`src/rtl/par_to_ser_lanes.sv`:
```
// Parallel-to-serial shifter with 1-lane or 4-lane output.
// Supports back-to-back words with no idle beat between them.
module par_to_ser_lanes #(
    parameter int WIDTH     = 64,
    parameter bit MSB_FIRST = 1'b1
) (
    input  logic             Clock,
    input  logic             Reset,
    input  logic             Enable,
    input  logic             load,
    input  logic             bus_wide,
    input  logic [WIDTH-1:0] parallel,
    output logic [3:0]       serial,
    output logic [3:0]       oe,
    output logic             ready,
    output logic             busy,
    output logic             done
);

    localparam int CW = $clog2(WIDTH + 1);

    typedef enum logic {IDLE, SHIFT} state_t;

    state_t           state_q, state_d;
    logic [WIDTH-1:0] sh_q, sh_d;
    logic             wide_q, wide_d;
    logic [CW-1:0]    cnt_q, cnt_d;
    logic [3:0]       serial_q, serial_d;
    logic [3:0]       oe_q, oe_d;
    logic             busy_q, busy_d;
    logic             done_q, done_d;

    logic [CW-1:0]    last_cnt;
    logic             last_beat;
    logic             accept;

    function automatic logic [3:0] head(input logic [WIDTH-1:0] w,
                                        input logic wd);
        if (MSB_FIRST)
            return wd ? w[WIDTH-1 -: 4] : {3'b111, w[WIDTH-1]};
        else
            return wd ? w[3:0] : {3'b111, w[0]};
    endfunction

    function automatic logic [WIDTH-1:0] tail(input logic [WIDTH-1:0] w,
                                              input logic wd);
        if (MSB_FIRST)
            return wd ? (w << 4) : (w << 1);
        else
            return wd ? (w >> 4) : (w >> 1);
    endfunction

    assign last_cnt  = wide_q ? CW'(WIDTH / 4 - 1) : CW'(WIDTH - 1);
    assign last_beat = (state_q == SHIFT) && (cnt_q == last_cnt);
    assign ready     = (state_q == IDLE) || (last_beat && Enable);
    assign accept    = load && ready;

    always_comb begin
        state_d  = state_q;
        sh_d     = sh_q;
        wide_d   = wide_q;
        cnt_d    = cnt_q;
        serial_d = serial_q;
        oe_d     = oe_q;
        busy_d   = busy_q;
        done_d   = 1'b0;
        if (accept) begin
            // Streaming accept also closes out the previous word.
            state_d  = SHIFT;
            sh_d     = tail(parallel, bus_wide);
            wide_d   = bus_wide;
            cnt_d    = '0;
            serial_d = head(parallel, bus_wide);
            oe_d     = bus_wide ? 4'b1111 : 4'b0001;
            busy_d   = 1'b1;
            done_d   = (state_q == SHIFT);
        end else if (state_q == SHIFT && Enable) begin
            if (last_beat) begin
                state_d  = IDLE;
                cnt_d    = '0;
                serial_d = 4'b1111;
                oe_d     = 4'b0000;
                busy_d   = 1'b0;
                done_d   = 1'b1;
            end else begin
                cnt_d    = cnt_q + CW'(1);
                serial_d = head(sh_q, wide_q);
                sh_d     = tail(sh_q, wide_q);
            end
        end
    end

    always_ff @(posedge Clock) begin
        if (!Reset) begin
            state_q  <= IDLE;
            sh_q     <= '0;
            wide_q   <= 1'b0;
            cnt_q    <= '0;
            serial_q <= 4'b1111;
            oe_q     <= 4'b0000;
            busy_q   <= 1'b0;
            done_q   <= 1'b0;
        end else begin
            state_q  <= state_d;
            sh_q     <= sh_d;
            wide_q   <= wide_d;
            cnt_q    <= cnt_d;
            serial_q <= serial_d;
            oe_q     <= oe_d;
            busy_q   <= busy_d;
            done_q   <= done_d;
        end
    end

    assign serial = serial_q;
    assign oe     = oe_q;
    assign busy   = busy_q;
    assign done   = done_q;

endmodule

```
`config.mk`:
```
export PLATFORM = sky130hd
export DESIGN_NAME = par_to_ser_lanes
export DESIGN_NICKNAME = d
export VERILOG_FILES = /design/src/rtl/par_to_ser_lanes.sv
export SDC_FILE = /design/constraint.sdc
export NUM_CORES = 1
export LEC_CHECK = 0
export BUFFER_PORTS_ARGS = -buffer_cell sky130_fd_sc_hd__buf_2
export CAP_MARGIN = 20
export CORE_AREA = 5 5 117 119
export CTS_BUF_LIST = sky130_fd_sc_hd__clkbuf_16
export DETAILED_ROUTE_END_ITERATION = 7
export DIE_AREA = 0 0 122 124
export MAX_ROUTING_LAYER = met4
export PLACE_DENSITY = 0.62
export SLEW_MARGIN = 20
export SYNTH_ARGS = -nofsm -noshare
export SYNTH_HDL_FRONTEND = slang
export SYNTH_SLANG_ARGS = --single-unit
```
`constraint.sdc`:
```
create_clock -name Clock -period 2.6 [get_ports Clock]
set_clock_uncertainty 0.1 [all_clocks]
set_input_delay 0.26 -clock Clock [delete_from_list [all_inputs] [get_ports Clock]]
set_output_delay 0.26 -clock Clock [all_outputs]
set_load 0.01 [all_outputs]
```
# After elaboration in Yosys (flattened, before gate mapping)
# Cells that the tools add are included.
# word_totals
wordCells	44
latchBits	0
n_memories	0
ram_bits	0
input_bits	69
rom_bits	0
reg_bits	82
# op_classes
n_bitwise	2
n_eq_ne	2
shift	0
mux	22
n_div	0
reduce_logical	10
multipliers	0
order_cmp	0
n_addsub	1
# ops
operator	n
$mux 64	5
$mux 4	9
$add 7x1->7 const B	1
$eq 7x6->1	1
$mux 7	1
$mux 1	6
$mux 6	1
$logic_and 1x1->1	4
$reduce_and 2->1	2
$reduce_bool 2->1	2
$ne 2x1->1 const B	1
$not 1->1	2
$reduce_or 2->1	1
$logic_or 1x1->1	1

# Logic depth before layout (Yosys ltp)
# Gate-level depths: netlist of the first run.
# logic_depth
word_depth	8
mapped_depth	7
depth_no_buf	5

# Worst setup path before layout of the first run
# Ideal clock, no wire load.
# synth_timing
kind	reg-to-reg
startpoint	reg cnt_q[0]
endpoint	reg sh_q[2]
t_arrival_ps	1712
setup_slack_ps	669
t_required_ps	2381
period_less_slack_ps	1931
path_stages_with_launch	6
path_buffers	0
path_cell_list	dfxtp_1 > ha_1 > nand4b_1 > o311a_1 > a211o_1 > o221a_2
# synth_via
elab_chain_cells	7
word_cells_on_any_way	9
# synth_rtl
item	line	text
start: declaration	27	logic [CW-1:0] cnt_q, cnt_d;
start signal: assignment	107	cnt_q <= cnt_d;
$eq 7x6->1 (*)	54	assign last_beat = (state_q == SHIFT) && (cnt_q == last_cnt);
$logic_and 1x1->1 (*)	54	
$logic_and 1x1->1	55	assign ready = (state_q == IDLE) || (last_beat && Enable);
$logic_or 1x1->1	55	
$logic_and 1x1->1	56	assign accept = load && ready;
$ne 2x1->1 (no source line) / $reduce_bool 2->1 (equally long branches)	-	
$reduce_and 2->1 (no source line)	-	
end signal: assignment	96	sh_q <= '0;
end signal: assignment	105	sh_q <= sh_d;
end: declaration	25	logic [WIDTH-1:0] sh_q, sh_d;
# Every way passes the cells marked *; elsewhere a longest branch is shown, timed or not.
# A chain may end at the register's enable or synchronous reset.

# Worst setup path after layout of the first run
# layout_timing
startpoint	reg cnt_q[0]
endpoint	reg sh_q[13]
# The elaborated chain is that of the path after synthesis.

==> metrics.yaml, run 1 <==
outcome:
  outcome: "finished, final reports clean"
placement:
  gp_congestion: 0.852
  place_inst: 746
  port_buffers: 79
  pre_cts_slack_ns: 0.249
  hpwlAfterDp_um: 9170
layout:
  final_common_cell: "mux2i_1"
  num_antenna_cells: 0
  layout_common_cells: "119 x mux2i_1, 78 x buf_2, 77 x dfxtp_1"
  final_cells: 763
  nets: 656
  fin_util_pct: 45.9
  drive_above_1_share_pct: 22.0
  synthToLayoutAreaGrowth_pct: 17.9
logic_synthesis:
  synth.largest_area_cell: "dfxtp_1"
  syn_nets: 605
  postSynthCellCount: 535
  ys.flop_type: "dfxtp_1"
  syn_avg_cell_area_um2: 9.08
  synth_xor_area_share_pct: 0.902
  ys_ff_latch: 78
  ys_seq_area_share_pct: 32.2
  ys_warn_count: 0
  synth_adder_area_share_pct: 0.258
  synthArstFlopShare_pct: 0
  synth_area_leaders: "dfxtp_1 32%, mux2i_1 25%, a32o_1 12%, o21ai_0 7.0%, nand3_1 6.3%"
  synth_top_family_by_area: "multiplexers"
  syn_area_mm2: 0.00486
  synth_cell_type_count: 45
  synth_edf_count: 0
  synthMuxAreaShare_pct: 25.0
  synth_compound_area_share_pct: 24.6
  yosys.area.top_type_share_pct: 32.2
  synthSimpleGateAreaFrac_pct: 10.7
grt:
  busiest_layer: "met2"
  grt_pass1_vias: 4234
  grt_pass1_wl_um: 20800
  grt_use_met1_pct: 21.9
  use_met3_pct: 2.72
  grt_max_degree: 64
  antenna_found_initial: 0
  grt_overflow: 0
  grtUsageTotal_pct: 17.6
  grtUsageMet2_pct: 28.9
floorplan:
  rows: 41
  dieArea_mm2: 0.0151
  ioPinCount: 80
  die_x_um: 122
  die_y_um: 124
  core_mm2: 0.0125
  start_util_pct: 39.0
clock_network:
  post_cts_buffers: 0
  ctsRootBufferMaster: "clkbuf_16"
  htreeDepth: 3
  numCtsBuffers: 9
  cts_tree: "done"
  clk_pin_slew_ns: 0.06
  clockBufferDepth: 2
  numClockSinks: 78
  insertion_delay_ns: 0.34
sta:
  setup_ws_ns: 0.292
  max-slew-margin-rel_pct: 58.3
  grt_setup_unrepaired: "no"
  period_share_pct: 88.8
  setup_viol_count_final: 0
  drv_slew: 0
  setup-tns-final_ns: 0
  max_freq_mhz: 433
  finalHoldViolCount: 0
  fin_crit_ns: 2.31
  tightest_slew_ns: 0.625
detailed_routing:
  first_pass_iters: 5
  vias_per_cell: 5.75
  drcViolationCount: 0
  wl_um: 13200
  via_count: 4384
  drt_iter0_markers: 383
  ant_nets: 0
  wl_per_cell_um: 17.2
setup_path:
  worstPathMaxFanout: 26
  required_ns: 2.72
  cp_cell_sequence: "ha_1, nand4b_1, buf_4, a211o_2, buf_4, nand3_1, a32o_1"
  cp-start-kind: "register"
  slowest_stage: "a211o_2"
  setup.worst_path.class: "reg -> reg"
  reg2reg_depth: 7
  max_stage_delay_ns: 0.43
  worst_path_most_repeated_cell: "buf_4"
  endpoint_kind: "register"
  worstPathArrival_ns: 2.43
worst_hold_path:
  hp-class: "in -> reg"
  holdPathStages: 2
pwr:
  leakagePower_nw: 2.29
  power_density_mw_per_mm2: 562
  ir_drop_v: 0.000291
job:
  cap_violations: 0
==> where the power goes <==
group	total [mW]	internal, mW	switching [mW]
clock network	1.26	0.745	0.511
logic	0.611	0.290	0.321
registers	1.35	1.28	0.0674
total	3.22	2.32	0.900
==> cells in the mapped netlist, types with 2 or more instances <==
library cell,count
mux2i_1,119
dfxtp_1,78
o21ai_0,68
nand3_1,61
a32o_1,59
clkbuf_1,28
buf_2,21
a21oi_1,14
nand2_1,12
nor2_1,8
nand2b_1,7
a211o_1,5
inv_1,5
buf_4,4
o21ai_1,4
xnor2_1,4
buf_1,3
buf_6,3
nor3_1,3
mux2_2,2
nor2b_1,2
o221a_2,2
==> layout make-up <==
class | instances | area [µm²]
inverter | 5 | 18.8
tap | 172 | 215
multi-input combinational | 392 | 3010
sequential | 78 | 1570
clock buffer | 9 | 225
clock inverter | 7 | 72.6
fill | 1188 | 6740
timing repair buffer | 100 | 613
==> what timing repair did <==
item	CTS	global route
endpoints found under the setup margin	0	1
hold buffers	0	0
gates resized for setup	0	1
hold endpoints to repair	0	0
==> kinds of logic (layout without fill, tap and decap cells) <==
logic type               count (synthesis)  count (layout)
flip-flops                              78              78
AND/OR/NAND/NOR                        102             102
buffers and inverters                   65             121
XOR/XNOR                                 5               5
AO/OA/AOI/OAI                          163             163
multiplexers                           121             121
adder cells (fa/ha/maj)                  1               1
==> metal layers <==
layer / share of wire, % / up-vias
li1: - / 2167
met1: 45 / 2103
met2: 49 / 92
met3: 3.2 / 22
met4: 2.5 / 0
met5: 0 / -
==> worst paths after layout <==
check                 from        to  slack (ns)
setup / recovery  cnt_q[0]  sh_q[13]        0.29
hold / removal       Reset     oe[0]        0.13
setup reg to reg  cnt_q[0]  sh_q[13]        0.29
hold reg to reg      oe[2]     oe[2]        0.38
==> state kept, by name, summed over array words and instances, names as in the netlist <==
register  count
serial        4
sh_q         63
done          1
cnt_q         7
wide_q        1
oe            2
==> critical path, delay by kind of cell, from the launching register on <==
kind / cells / cell delay (ns)
AO/OA/AOI/OAI: 2 / 0.71
buffers and inverters: 2 / 0.54
flip-flops: 1 / 0.33
AND/OR/NAND/NOR: 2 / 0.28
adder cells (fa/ha/maj): 1 / 0.23
==> stage by stage <==
step | power, mW | instance area [µm²] | hold slack, ns
floorplan | 1.79 | 4860 | 0.277
global placement | 1.97 | 5410 | 0.369
detailed placement | 1.98 | 5410 | 0.375
CTS | 3.24 | 5710 | 0.129
global route | 3.36 | 5720 | 0.131
finish | 3.22 | 5720 | 0.130
Note: power is estimated with default switching activity, not from simulation.
==> run 2: changes to the inputs <==
Settings changed: CTS_BUF_LIST sky130_fd_sc_hd__clkbuf_16 to sky130_fd_sc_hd__clkbuf_2.
==> metrics.yaml, run 2 (synthesized netlist as in run 1, its figures left out) <==
outcome:
  outcome: "finished, final reports clean"
pwr:
  power_density_mw_per_mm2: 445
  leakagePower_nw: 2.45
  ir_drop_v: 0.000206
detailed_routing:
  wl_um: 14200
  drcViolationCount: 0
  drt_iter0_markers: 450
  ant_nets: 0
  wl_per_cell_um: 17.3
  vias_per_cell: 5.73
  first_pass_iters: 5
  via_count: 4702
setup_path:
  worstPathArrival_ns: 1.98
  required_ns: 2.24
  endpoint_kind: "output pin"
  cp-start-kind: "register"
  setup.worst_path.class: "reg -> out"
  worstPathMaxFanout: 6
placement:
  hpwlAfterDp_um: 9170
  port_buffers: 79
  gp_congestion: 0.852
  postPlaceCellArea_mm2: 0.00541
layout:
  nets: 712
  largest-register: "sh_q"
  seqCellArea_mm2: 0.00157
  largest_reg_flops: 63
  multiInputGateArea_mm2: 0.00303
  synthToLayoutAreaGrowth_pct: 26.1
  drive_above_1_share_pct: 20.2
  num-fill-cells: 1150
  final_common_cell: "mux2i_1"
  postLayoutCellArea_mm2: 0.00612
  layout_common_cells: "119 x mux2i_1, 78 x buf_2, 76 x dfxtp_1"
worst_hold_path:
  hp-class: "in -> reg"
clock_network:
  numCtsBuffers: 9
  htreeDepth: 3
  cts_tree: "done"
  ctsRootBufferMaster: "clkbuf_2"
  numClockSinks: 78
  clockBufferDepth: 2
  insertion_delay_ns: 0.56
  clk_pin_slew_ns: 0.22
floorplan:
  start_util_pct: 39.0
  die_y_um: 124
  rows: 41
  core_mm2: 0.0125
  dieArea_mm2: 0.0151
  die_x_um: 122
  ioPinCount: 80
grt:
  grtUsageTotal_pct: 18.9
  grt_overflow: 0
  grt_pass1_wl_um: 22400
  grt_max_degree: 64
  antenna_found_initial: 1
  grt_pass1_vias: 4576
sta:
  finalHoldViolCount: 0
  setup_viol_count_final: 0
  period_share_pct: 90.1
  fin_crit_ns: 2.34
  setup-tns-final_ns: 0
  max_freq_mhz: 427
  drv_slew: 0
  max-slew-margin-rel_pct: 58.5
  whs_ns: 0.0285
  tightest_slew_ns: 0.623
  grt_setup_unrepaired: "no"
job:
  cap_violations: 0
-- run 2: final cells by class --
class / instances / area share [%]
multi-input combinational: 392 / 49.5
sequential: 78 / 25.6
timing repair buffer: 156 / 19.2
tap: 172 / 3.51
clock inverter: 7 / 1.19
clock buffer: 9 / 0.736
inverter: 5 / 0.306
antenna: 1 / 0.0409
-- run 2: what timing repair did --
action / CTS / global route
resized for setup: 1 / 4
hold buffers: 54 / 2
setup buffers: 0 / 0
hold endpoints to repair: 45 / 2
setup endpoints to repair: 1 / 2
-- run 2: power by group --
part / internal [mW] / total (mW) / switching (mW) / leakage, nW
sequential: 1.28 / 1.35 / 0.0670 / 0.640
clock: 0.224 / 0.679 / 0.456 / 0.0665
combinational: 0.354 / 0.695 / 0.341 / 1.75
total: 1.86 / 2.72 / 0.864 / 2.45
-- run 2: final timing paths --
| check | cells after the start | end | startpoint | slack [ns] |
|---|---|---|---|---|
| worst max-delay path | 7 | ready | cnt_q[1] | 0.26 |
| worst min-delay path | 4 | sh_q[59] | parallel[55] | 0.03 |
| worst max register to register | 5 | serial[0] | cnt_q[4] | 0.27 |
| worst min register to register | 2 | cnt_q[0] | cnt_q[0] | 0.39 |
-- run 2: through the flow --
step | util (%) | total power [mW] | worst slack, ns | instances
floorplan | - | 1.79 | 0.669 | 535
global placement | 43.4 | 1.97 | 0.337 | 746
detailed placement | 43.4 | 1.98 | 0.249 | 746
CTS | 48.7 | 2.72 | 0.0861 | 816
global route | 49.1 | 2.86 | 0.0222 | 820
finish | 49.1 | 2.72 | 0.258 | 820
-- run 2: routing by layer --
layer	wire length, µm	vias up	part of all wire (%)	global-route usage (%)
met5	0	-	0	-
met4	469	0	3.3	7.56
met3	531	47	3.7	3.68
met2	7070	124	50	32.0
met1	6140	2252	43	22.3
li1	-	2279	-	-
-- run 2: worst max-delay path, cell delays in order (launching register included) --
cell	delay [ns]
dfxtp_1	0.41
ha_1	0.20
nand4b_1	0.16
buf_4	0.21
a21oi_4	0.18
a21boi_1	0.12
inv_1	0.05
buf_2	0.12
==> run 3: changes to the inputs <==
Settings changed: BUFFER_PORTS_ARGS -buffer_cell sky130_fd_sc_hd__buf_2 to unset, CTS_CLUSTER_DIAMETER set to 150, DONT_BUFFER_PORTS set to 1, PLACE_DENSITY 0.62 to 0.56.
==> metrics.yaml, run 3 (synthesized netlist as in run 1, its figures left out) <==
pwr:
  ir_drop_v: 0.000262
  leakagePower_nw: 2.35
  power_density_mw_per_mm2: 438
  power_mw: 2.72
placement:
  port_buffers: 0
  hpwlAfterDp_um: 9120
  gp_congestion: 0.811
floorplan:
  die_y_um: 124
  dieArea_mm2: 0.0151
  start_util_pct: 39.0
  core_mm2: 0.0125
  rows: 41
  ioPinCount: 80
  die_x_um: 122
clock_network:
  clk_pin_slew_ns: 0.23
  ctsRootBufferMaster: "clkbuf_2"
  numClockSinks: 78
  clockBufferDepth: 2
  numCtsBuffers: 9
  cts_tree: "done"
  insertion_delay_ns: 0.57
  htreeDepth: 3
detailed_routing:
  drcViolationCount: 0
  wl_per_cell_um: 20.0
  drt_iter0_markers: 388
  wl_um: 15800
  ant_nets: 0
  via_count: 4798
  vias_per_cell: 6.07
  first_pass_iters: 5
worst_hold_path:
  hold_end: "cnt_q[1]"
  hp-class: "in -> reg"
  holdPathStages: 4
  hp-start: "load"
setup_path:
  worstPathArrival_ns: 1.97
  max_stage_delay_ns: 0.43
  cp_cell_sequence: "or3b_4, a21oi_2, a21boi_0, inv_1"
  required_ns: 2.24
  cp-start-kind: "register"
  worstPathMaxFanout: 5
  r2r_end: "serial[0]"
  r2r_start: "cnt_q[0]"
  setup.worst_path.class: "reg -> out"
  endpoint_kind: "output pin"
  reg2reg_depth: 7
  ff2ff_setup_slack_ns: 0.30
  slowest_stage: "or3b_4"
grt:
  antenna_found_initial: 1
  grt_pass1_vias: 4912
  grt_pass1_wl_um: 25100
  grtUsageTotal_pct: 21.6
  grt_max_degree: 65
  grt_overflow: 0
layout:
  fin_util_pct: 49.7
  final_common_cell: "mux2i_1"
  layout_common_cells: "119 x mux2i_1, 104 x dlygate4sd3_1, 77 x dfxtp_1"
  multiInputGateArea_mm2: 0.00301
  drive_above_1_share_pct: 8.27
  largest_reg_flops: 63
  synthToLayoutAreaGrowth_pct: 27.7
  seqCellArea_mm2: 0.00157
  nets: 682
  num-fill-cells: 1149
  largest-register: "sh_q"
sta:
  setup_viol_count_final: 0
  period_share_pct: 89.5
  grt_setup_unrepaired: "no"
  fin_crit_ns: 2.33
  finalHoldViolCount: 0
  tightest_slew_ns: 0.600
  max_freq_mhz: 430
  drv_slew: 0
  setup-tns-final_ns: 0
  max-slew-margin-rel_pct: 59.5
job:
  cap_violations: 0
outcome:
  outcome: "finished, final reports clean"
-- run 3: cell count changes in the layout (fill, tap and decap cells not counted), moves of 2 or more --
| cell | before | now |
|---|---|---|
| clkinvlp_4 | 2 | 0 |
| buf_2 | 78 | 0 |
| clkbuf_2 | 9 | 11 |
| dlygate4sd3_1 | 56 | 104 |
-- run 3: critical path: cells and delay by family (launching register included) --
| family | cells | cell delay (ns) |
|---|---|---|
| DFF | 1 | 0.42 |
| AOI/OAI and AO/OA | 2 | 0.41 |
| and+or+nand+nor | 1 | 0.43 |
| buffers and inverters | 1 | 0.13 |
-- run 3: final cells by class --
cell class	instances	area share (%)
clock buffer	11	0.888
tap	172	3.47
timing repair buffer	126	20.6
inverter	5	0.303
sequential	78	25.2
antenna	2	0.0807
clock inverter	5	0.827
multi-input combinational	392	48.6
-- run 3: where the power goes --
part / total (mW) / internal [mW] / switching [mW] / leakage (nW)
combinational: 0.688 / 0.361 / 0.327 / 1.64
clock: 0.666 / 0.224 / 0.442 / 0.0710
sequential: 1.36 / 1.28 / 0.0788 / 0.639
total: 2.72 / 1.87 / 0.848 / 2.35
-- run 3: worst max path at each step --
stage	start	end	slack, ns	depth (start not counted)
finish	wide_q	ready	0.27	4
global route	wide_q	ready	0.13	4
CTS	cnt_q[0]	ready	0.07	5
detailed placement	cnt_q[0]	sh_q[39]	0.44	6
global placement	cnt_q[0]	sh_q[44]	0.48	6
floorplan	cnt_q[0]	sh_q[2]	0.67	5
-- run 3: stage by stage --
stage / cell area, µm² / setup WS (ns) / std cells / hold WS [ns]
final: 6200 / 0.273 / 791 / 0.0474
after global routing: 6200 / 0.128 / 790 / 0.0426
after CTS: 6150 / 0.0653 / 783 / 0.00803
after detailed placement: 4980 / 0.440 / 663 / 0.284
after global placement: 4980 / 0.476 / 663 / 0.281
after floorplan: 4860 / 0.669 / 535 / 0.277
-- run 3: per-layer routing --
metal	part of all wire (%)	vias up	track usage (%)
met3	5.1	64	5.13
met1	41	2343	25.0
met2	49	175	34.9
met5	0	-	-
met4	4.8	0	11.4
li1	-	2216	-
-- run 3: timing repair --
item,in CTS,in global routing
gates resized for setup,1,0
endpoints found under the setup margin,1,1
endpoints found under the hold margin,77,1
setup buffers,0,5
cloned,0,0
hold buffers,104,1
